===== src/rtl/posix_time_pkg.sv =====
// posix_time_pkg: time constants, field widths and FSM state type for the wall-clock setter
package posix_time_pkg;
  localparam int SEC_PER_MIN  = 60;
  localparam int SEC_PER_HOUR = 3600;
  localparam int SEC_PER_DAY  = 86400;
  localparam int HOUR_W = 5;
  localparam int MIN_W  = 6;
  localparam int SEC_W  = 6;
  typedef enum logic [1:0] {IDLE, DIV, SUM, OUT} state_t;
endpackage


===== src/rtl/posix_mod_day.sv =====
// posix_mod_day: restoring shift-subtract remainder of a 32-bit value by one day, 32 clocks start to done
module posix_mod_day
  import posix_time_pkg::*;
(
  input  logic        clk_i,
  input  logic        rst_i,
  input  logic        start_i,
  input  logic [31:0] dividend_i,
  output logic        done_o,
  output logic [16:0] rem_o
);
  logic [31:0] sh;
  logic [4:0]  cnt;
  logic        run;
  function automatic logic [16:0] step(input logic [16:0] r, input logic b);
    logic [17:0] t;
    t = {r, b};
    return (t >= 18'(SEC_PER_DAY)) ? 17'(t - 18'(SEC_PER_DAY)) : t[16:0];
  endfunction
  // first quotient bit is resolved on the start edge itself
  always_ff @(posedge clk_i or posedge rst_i)
    if (rst_i) begin
      sh     <= '0;
      cnt    <= '0;
      run    <= 1'b0;
      done_o <= 1'b0;
      rem_o  <= '0;
    end else begin
      done_o <= 1'b0;
      if (start_i) begin
        rem_o <= step(17'd0, dividend_i[31]);
        sh    <= {dividend_i[30:0], 1'b0};
        cnt   <= 5'd1;
        run   <= 1'b1;
      end else if (run) begin
        rem_o <= step(rem_o, sh[31]);
        sh    <= {sh[30:0], 1'b0};
        cnt   <= cnt + 5'd1;
        if (cnt == 5'd31) begin
          run    <= 1'b0;
          done_o <= 1'b1;
        end
      end
    end
endmodule


===== src/rtl/time_to_posix_time.sv =====
// time_to_posix_time: turns a requested local wall-clock time into a POSIX load value for today.
// Define TIME_SET_RANGE_CHECK_EN to reject out-of-range hour/min/sec with err_o.
module time_to_posix_time
  import posix_time_pkg::*;
#(
  parameter int GMT = 3
) (
  input  logic              clk_i,
  input  logic              rst_i,
  input  logic [31:0]       posix_time_i,
  input  logic [HOUR_W-1:0] hour_i,
  input  logic [MIN_W-1:0]  min_i,
  input  logic [SEC_W-1:0]  sec_i,
  input  logic              req_i,
  output logic              busy_o,
  output logic [31:0]       user_posix_time_o,
  output logic              user_posix_time_en_o,
  output logic              err_o
);
  localparam logic [31:0] GMT_OFS = 32'(GMT * SEC_PER_HOUR);
  state_t            state;
  logic [31:0]       loc_time, local_in, hour_x, min_x, result;
  logic [HOUR_W-1:0] hour;
  logic [MIN_W-1:0]  min;
  logic [SEC_W-1:0]  sec;
  logic [16:0]       rem;
  logic              done, accept, bad, start;
`ifdef TIME_SET_RANGE_CHECK_EN
  assign bad = hour_i > 5'd23 || min_i > 6'd59 || sec_i > 6'd59;
`else
  assign bad = 1'b0;
`endif
  assign accept   = state == IDLE && req_i;
  assign start    = accept && !bad;
  assign local_in = posix_time_i + GMT_OFS;
  // 3600 = 2048+1024+512+16, 60 = 64-4
  assign hour_x = ({27'd0, hour} << 11) + ({27'd0, hour} << 10) + ({27'd0, hour} << 9) + ({27'd0, hour} << 4);
  assign min_x  = ({26'd0, min} << 6) - ({26'd0, min} << 2);
  assign result = loc_time - {15'd0, rem} + hour_x + min_x + {26'd0, sec} - GMT_OFS;
  posix_mod_day u_mod (
    .clk_i      (clk_i),
    .rst_i      (rst_i),
    .start_i    (start),
    .dividend_i (local_in),
    .done_o     (done),
    .rem_o      (rem)
  );
  always_ff @(posedge clk_i or posedge rst_i)
    if (rst_i) begin
      state                <= IDLE;
      busy_o               <= 1'b0;
      user_posix_time_en_o <= 1'b0;
      err_o                <= 1'b0;
      user_posix_time_o    <= '0;
      loc_time             <= '0;
      hour                 <= '0;
      min                  <= '0;
      sec                  <= '0;
    end else begin
      user_posix_time_en_o <= 1'b0;
      err_o                <= accept && bad;
      case (state)
        IDLE: if (start) begin
          loc_time <= local_in;
          hour     <= hour_i;
          min      <= min_i;
          sec      <= sec_i;
          busy_o   <= 1'b1;
          state    <= DIV;
        end
        DIV: if (done) state <= SUM;
        SUM: begin
          user_posix_time_o    <= result;
          user_posix_time_en_o <= 1'b1;
          state                <= OUT;
        end
        default: begin
          busy_o <= 1'b0;
          state  <= IDLE;
        end
      endcase
    end
endmodule

===== config.mk =====
export PLATFORM = sky130hd
export DESIGN_NAME = time_to_posix_time
export DESIGN_NICKNAME = d
export VERILOG_FILES = /design/src/rtl/posix_time_pkg.sv /design/src/rtl/posix_mod_day.sv /design/src/rtl/time_to_posix_time.sv
export SDC_FILE = /design/constraint.sdc
export NUM_CORES = 1
export LEC_CHECK = 0
export CAP_MARGIN = 15
export CORE_UTILIZATION = 55
export CTS_CLUSTER_DIAMETER = 120
export DETAILED_ROUTE_END_ITERATION = 10
export PLACE_DENSITY = 0.88
export SLEW_MARGIN = 10
export SYNTH_ARGS = -nofsm -noshare
export SYNTH_HDL_FRONTEND = slang
export SYNTH_SLANG_ARGS = --single-unit

===== constraint.sdc =====
create_clock -name clk_i -period 12.8 [get_ports clk_i]
set_input_delay 2.56 -clock clk_i [delete_from_list [all_inputs] [get_ports clk_i]]
set_output_delay 2.56 -clock clk_i [all_outputs]
set_load 0.05 [all_outputs]

==> summary.txt, run 1 <==
CTS
  • Post-CTS Hold Buffers: 0
  • CTS Root Cell: clkbuf_16
  • CTS Buffer Depth: 2
  • Total setup buffers inserted after CTS: 0
  • CTS resizes: 0
  • H-tree depth: 4
  • Sink Count: 140
  • Clock buffer count from CTS: 17
  • Skew-Pair Late Insertion Delay: 0.43 ns
  • CTS tree: yes
  • CTS clk-pin slew, worst paths: 0.06 ns

Die
  • Initial Utilization: 56.37%
  • Core ar.: around 18000 sq um
  • Die X: between 100 and 150 microns
  • Die area: 19080 sq um
  • Rows: a little under 50
  • I/O Pins: 87
  • Die Ht: approximately 140 microns

Logic synthesis
  • Number of synthesized flops with an enable pin: 0
  • Mapped Area: between 10000 and 15000 sq um
  • Largest family of logic cells by synthesized area: adder cells
  • Synth warn: 0
  • FFs w/ async S/R, synth: 100.0%
  • Mux contribution to synthesized area: under 10%
  • FF+latch count, synth: 140
  • Seq/Total Area, Yosys: 34.36%
  • Post-Synthesis Net Count: about 1300
  • Synth Area in Compound Gates: between 10% and 20%
  • XOR/XNOR Fraction of Synth Area: 5.241%
  • Syn Inst Count: roughly 1100
  • Post-Synth Adder-Cell Area: roughly 22%
  • Synth Area in Simple Gates: between 10% and 20%
  • Ys flop type: dfrtp_1
  • Synth unique cells: 70
  • Syn Area/Cell: 9.431 sq um

Worst setup path
  • Critical path class: reg -> reg
  • Slowest stage delay, CP: 0.63 ns
  • Buf+Inv Stages, Crit Path: 4
  • Max stage delay cell, worst path: or3_1
  • Worst setup EP type: flop
  • FF-to-FF setup slack: 6.52 ns
  • Crit-path max FO: 16
  • Arrival time worst endpoint: ~6.6 ns
  • Critical Path RT: 13.11 ns
  • Worst path top cell family by delay: adder cells
  • Worst setup SP type: flop
  • Cell Chain, Critical Path: inv_1 -> ha_1 -> a21oi_1 -> o21ai_1 -> or3_1 -> inv_1 -> fa_1 -> inv_1 -> fa_1 -> fa_1 -> inv_1 -> fa_1 -> ha_1 -> a21oi_1 -> o21ai_1 -> a221o_1 -> a31o_2 -> a31oi_1 -> xnor2_1 -> mux2_2

Outcome
  • Failing checks: DRC
  • Status: finished, violations left

Placed design
  • DP Area: approximately 11000 sq um
  • # port buffers: 85
  • DPL Wire Length: approximately 16 mm
  • Place WS: 6.683 ns
  • GP Congestion: roughly 0.91

STA
  • Final Worst Setup Slack: between 6 and 7 ns
  • Clk_skew: roughly 0.0076 ns
  • Final worst path period need: 6.284 ns
  • Total negative slack: 0 ns
  • Fin crit share: 49.09%
  • RSZ-0062 raised after global routing: no
  • Slew margin rel.: between 30% and 40%
  • Slew Viols, Final: 0
  • Actual slew at the worst max-slew pin: 1.010 ns
  • Fmax: ~160 MHz
  • # setup viols final: 0
  • Hold Violations, Final: 0

Run
  • Max Cap Viol: 0

GRT
  • Gr ovfl total: 0
  • Initial antenna violation count: 0
  • First-pass GRT wire length: between 30 and 40 mm
  • Vias in the first global route: between 8000 and 9000
  • Total GRT Usage: about a quarter
  • Largest net degree at the start of global routing: 82

Final layout
  • Fin area: between 10000 and 15000 sq um
  • Antenna fix cells: 0
  • Post-layout net count: 1358
  • Area growth, synth to finish: 15.76%
  • Commonest non-fill, non-tap cell in the layout: inv_1
  • Commonest non-fill, non-tap cells in the layout: 140 x inv_1, 139 x dfrtp_1, 115 x ha_1
  • Layout cell share with drive strength beyond 1: 7.229%

Detailed routing
  • Final antenna-violating net count: 0
  • Routed wire length: between 20 and 25 mm
  • DRT iter0 DRCs: around 670
  • Vias: between 8000 and 9000
  • Routed vias/inst: just under 6
  • DRT Pass-1 Iters: 10
  • Drc violations: 10
  • Routed len/inst: ~17 microns

Worst hold path
  • Min-Delay Path Class: reg -> reg
==> area by class of cell <==
type / count / area [sq um]
Fill cell: 1282 / 6285
Multi-Input combinational cell: 758 / 6000
Sequential cell: 140 / 3505
Timing Repair Buffer: 90 / 888.4
Inverter: 142 / 538.0
Clock buffer: 19 / 442.9
Tap cell: 229 / 286.5
Clock inverter: 13 / 141.4
==> cells in the mapped netlist (3+ instances only) <==
cell type / instances / share of area, %
inv_1: 141 / 5.2
dfrtp_1: 140 / 34
ha_1: 115 / 14
a21oi_1: 93 / 4.6
nand2_1: 91 / 3.4
nor2_1: 65 / 2.4
o21ai_0: 61 / 3.0
xnor2_1: 44 / 3.8
fa_1: 42 / 8.2
a211oi_1: 33 / 2.4
clkbuf_1: 32 / 1.2
nor2b_1: 22 / 1.4
mux2_2: 17 / 1.9
xor2_1: 17 / 1.5
nor3_1: 16 / 0.79
mux2i_1: 15 / 1.5
and2_1: 13 / 0.80
a21o_1: 12 / 0.88
nand3_1: 11 / 0.54
or3_1: 7 / 0.43
o21a_1: 6 / 0.44
buf_1: 5 / 0.18
a31o_2: 4 / 0.34
a31oi_1: 4 / 0.25
and3_1: 4 / 0.25
nand4_1: 4 / 0.25
o21ai_1: 4 / 0.20
a21oi_2: 3 / 0.26
a22oi_1: 3 / 0.22
buf_2: 3 / 0.15
o31ai_1: 3 / 0.22
==> worst reg2reg max path: stages (launching register included) <==
cell,delay (ns)
dfrtp_1,0.39
inv_1,0.13
ha_1,0.31
a21oi_1,0.26
o21ai_1,0.16
or3_1,0.63
inv_1,0.35
fa_1,0.48
inv_1,0.09
fa_1,0.44
fa_1,0.54
inv_1,0.05
fa_1,0.48
ha_1,0.38
a21oi_1,0.16
o21ai_1,0.11
a221o_1,0.33
a31o_2,0.27
a31oi_1,0.24
xnor2_1,0.10
mux2_2,0.26
==> stage by stage <==
| step | cells | util, % | hold slack [ns] |
|---|---|---|---|
| after floorplan | 1081 | - | 0.4497 |
| after global placement | 1359 | 62.02 | 0.4613 |
| after detailed placement | 1359 | 62.02 | 0.4701 |
| after CTS | 1391 | 65.25 | 0.4839 |
| after global routing | 1391 | 65.25 | 0.5050 |
| final | 1391 | 65.25 | 0.4806 |
==> cell families (layout without fill, tap and decap cells) <==
family | after synthesis | after routing
simple gates | 253 | 253
buf+inv | 183 | 264
flops | 140 | 140
mux | 32 | 32
other cells | 1 | 1
compound gates | 254 | 254
xor+xnor | 61 | 61
fa+ha+maj | 157 | 157
==> state kept, by name (all words and copies together) (netlist names), 2 cells and up <==
signal,cells
loc_time,32
user_posix_time_o,32
u_mod.sh,31
u_mod.rem_o,17
min,6
sec,6
hour,5
u_mod.cnt,5
state,2
==> routing by layer <==
metal / vias to the layer above / routed length [microns] / global-route usage [%]
met5: - / 0 / 0
met4: 0 / 658 / 10.29
met3: 60 / 1375 / 4.711
met2: 295 / 11210 / 42.32
met1: 3902 / 9901 / 33.21
li1: 3797 / - / -
==> worst paths after layout <==
| path | startpoint | to | cells past startpoint |
|---|---|---|---|
| worst max-delay path | min[4]$_DFFE_PP0P_ | user_posix_time_o[25]$_DFFE_PP0P_ | 20 |
| worst min-delay path | loc_time[10]$_DFFE_PP0P_ | loc_time[10]$_DFFE_PP0P_ | 2 |
| worst max register to register | min[4]$_DFFE_PP0P_ | user_posix_time_o[25]$_DFFE_PP0P_ | 20 |
| worst min register to register | loc_time[10]$_DFFE_PP0P_ | loc_time[10]$_DFFE_PP0P_ | 2 |
| max in group asynchronous | rst_i | sec[5]$_DFFE_PP0P_ | 3 |
| min in group asynchronous | rst_i | u_mod.sh[25]$_DFFE_PP0P_ | 2 |
Power of run 1 is not shown: default switching activity piles up to over one toggle a cycle in this logic, so the estimate is an artifact.
==> run 2, diff against run 1 <==
CORE_UTILIZATION = 54   (was 55)
PLACE_DENSITY = 0.9   (was 0.88)
clock period = 5.35 ns   (was 12.8 ns; I/O delays follow)
==> run 2 against run 1 <==
  * The flow now finishes without violations
  * Die area rose by 1.8%
  * Count of clock-buffer cells in the layout stayed put
  * Utilization increased by 0.87 points
  * Non-clock buffer count rose by 12
==> summary.txt, run 2 (synthesis results as in run 1) <==
Outcome
  • Status: completed

CTS
  • CTS Buffer Depth: 2
  • CTS clk-pin slew, worst paths: roughly 0.060 ns
  • CTS Root Cell: clkbuf_16
  • H-tree depth: 4
  • CTS tree: yes
  • Skew-Pair Late Insertion Delay: about 0.43 ns
  • Sink Count: between 100 and 150
  • Clock buffer count from CTS: 17

Final layout
  • Commonest non-fill, non-tap cell in the layout: dfrtp_1
  • Antenna fix cells: 0
  • Core Util, Final: between 60 and 70%
  • Layout cell share with drive strength beyond 1: about a tenth
  • Finished Layout Cells: ~1400
  • Area growth, synth to finish: 18.09%
  • Commonest non-fill, non-tap cells in the layout: 137 x dfrtp_1, 136 x inv_1, 109 x ha_1
  • Biggest regs: loc_time (32), user_posix_time_o (32), u_mod.sh (31)
  • Post-layout net count: about 1400

GRT
  • Total GRT Usage: between 20% and 30%
  • Gr ovfl total: 0
  • Largest net degree at the start of global routing: around 120
  • First-pass GRT wire length: 38.76 mm
  • Initial antenna violation count: 0
  • Vias in the first global route: approximately 7900

STA
  • Hold Violations, Final: 0
  • RSZ-0062 raised after global routing: yes
  • Fin crit share: 98.03%
  • Slew margin rel.: roughly 31%
  • Clk_skew: roughly 0.007 ns
  • Final worst path period need: between 5 and 6 ns
  • Final hold slack: approximately 0.48 ns
  • Final Worst Setup Slack: 0.1053 ns
  • Fmax: between 150 and 200 MHz
  • # setup viols final: 0
  • Actual slew at the worst max-slew pin: 1.041 ns
  • Slew Viols, Final: 0

Detailed routing
  • Vias: roughly 8000
  • Final antenna-violating net count: 0
  • DRT Pass-1 Iters: 6
  • Routed vias/inst: about 5.7
  • DRT iter0 DRCs: around 760
  • Routed wire length: around 23 mm
  • Drc violations: 0
  • Routed len/inst: between 15 and 20 microns

Placed design
  • DP Cell Count: 1369
  • # port buffers: 85
  • DPL Wire Length: 16.14 mm
  • GP Congestion: approximately 0.91
  • Place WS: -0.03498 ns

Worst setup path
  • RR Startpoint: min[0]$_DFFE_PP0P_
  • Cell Chain, Critical Path: ha_4 -> a31oi_2 -> o21ai_2 -> nor3_2 -> xnor2_1 -> fa_1 -> inv_1 -> fa_1 -> inv_1 -> fa_1 -> fa_1 -> ha_4 -> a21oi_2 -> o21ai_1 -> a221o_1 -> a31o_2 -> a31oi_1 -> xnor2_1 -> mux2_2
  • Worst setup SP type: flop
  • Most common cell on crit path: fa_1
  • FF-to-FF setup slack: roughly 0.11 ns
  • End of the worst register-to-register path: user_posix_time_o[25]$_DFFE_PP0P_
  • Max stage delay cell, worst path: fa_1
  • R2R cell count: 19
  • Slowest stage delay, CP: 0.56 ns
  • Crit-path max FO: 5
  • Critical path class: reg -> reg
  • Critical Path RT: around 5.7 ns
  • Worst setup EP type: flop
  • Arrival time worst endpoint: 5.56 ns

Worst hold path
  • Min-Delay Path Class: reg -> reg
  • Min-Delay Endpoint: user_posix_time_o[7]$_DFFE_PP0P_
  • Hold path cells: 1
  • Worst Hold Launch: user_posix_time_o[7]$_DFFE_PP0P_

Die
  • Rows: 49
  • Core ar.: 18210 sq um
  • Die X: 139.4 microns
  • Die Ht: 139.4 microns
  • Die area: approximately 19000 sq um
  • Initial Utilization: a little under three fifths
  • I/O Pins: just under 90

Run
  • Max Cap Viol: 0
-- run 2: cell types whose count changed in the layout (fill, tap and decap cells not counted), moves of 3 or more --
cell	previous run	this run
buf_4	5	16
ha_1	115	109
inv_1	140	136
inv_6	3	7
clkinv_2	3	0
ha_2	0	3
ha_4	0	3
inv_2	0	3
-- run 2: final cells by class --
class | count | area [sq um]
Clock inverter | 13 | 177.7
Clock buffer | 19 | 442.9
Inverter | 142 | 540.5
Sequential cell | 140 | 3507
Timing Repair Buffer | 102 | 982.2
Tap cell | 229 | 286.5
Multi-Input combinational cell | 758 | 6102
Fill cell | 1284 | 6170
-- run 2: worst max-delay path, delay by kind of cell (launching register included) --
| family | cells | cell delay (ns) |
|---|---|---|
| compound gates | 7 | 1.35 |
| xor+xnor | 2 | 0.21 |
| fa+ha+maj | 6 | 2.52 |
| buf+inv | 2 | 0.11 |
| flops | 1 | 0.45 |
| mux | 1 | 0.27 |
| simple gates | 1 | 0.22 |
-- run 2: how the worst max path moves through the flow --
stage / to / startpoint / slack (ns) / depth (start not counted)
after detailed placement: user_posix_time_o[25]$_DFFE_PP0P_ / min[0]$_DFFE_PP0P_ / -0.03 / 19
after floorplan: user_posix_time_o[28]$_DFFE_PP0P_ / min[4]$_DFFE_PP0P_ / 0.03 / 20
after global routing: user_posix_time_o[16]$_DFFE_PP0P_ / min[1]$_DFFE_PP0P_ / -0.04 / 21
after CTS: user_posix_time_o[25]$_DFFE_PP0P_ / min[0]$_DFFE_PP0P_ / 0.03 / 19
after global placement: user_posix_time_o[25]$_DFFE_PP0P_ / min[0]$_DFFE_PP0P_ / 0.10 / 19
final: user_posix_time_o[25]$_DFFE_PP0P_ / min[0]$_DFFE_PP0P_ / 0.11 / 19
-- run 2: layer usage --
layer | up-vias | share of wire [%] | GRT usage, %
met5 | - | 0 | 0
met4 | 0 | 2.5 | 9.708
met3 | 48 | 4.8 | 4.301
met2 | 263 | 48 | 39.94
met1 | 3876 | 45 | 33.82
li1 | 3831 | - | -
-- run 2: repair_timing --
action                                  CTS  global route
buffers inserted                          0             2
endpoints found under the setup margin    3            14
hold buffers                              0             0
resized for setup                         2            23
pin swaps                                 0             6
-- run 2: through the flow --
stage           TNS, ns  area [sq um]
2_1_floorplan         0         10200
3_3_place_gp          0         11300
6_report              0         12040
5_1_grt        -0.06836         12040
3_5_place_dp   -0.03498         11300
4_1_cts               0         11930
Power of run 2 is left out for the same reason.
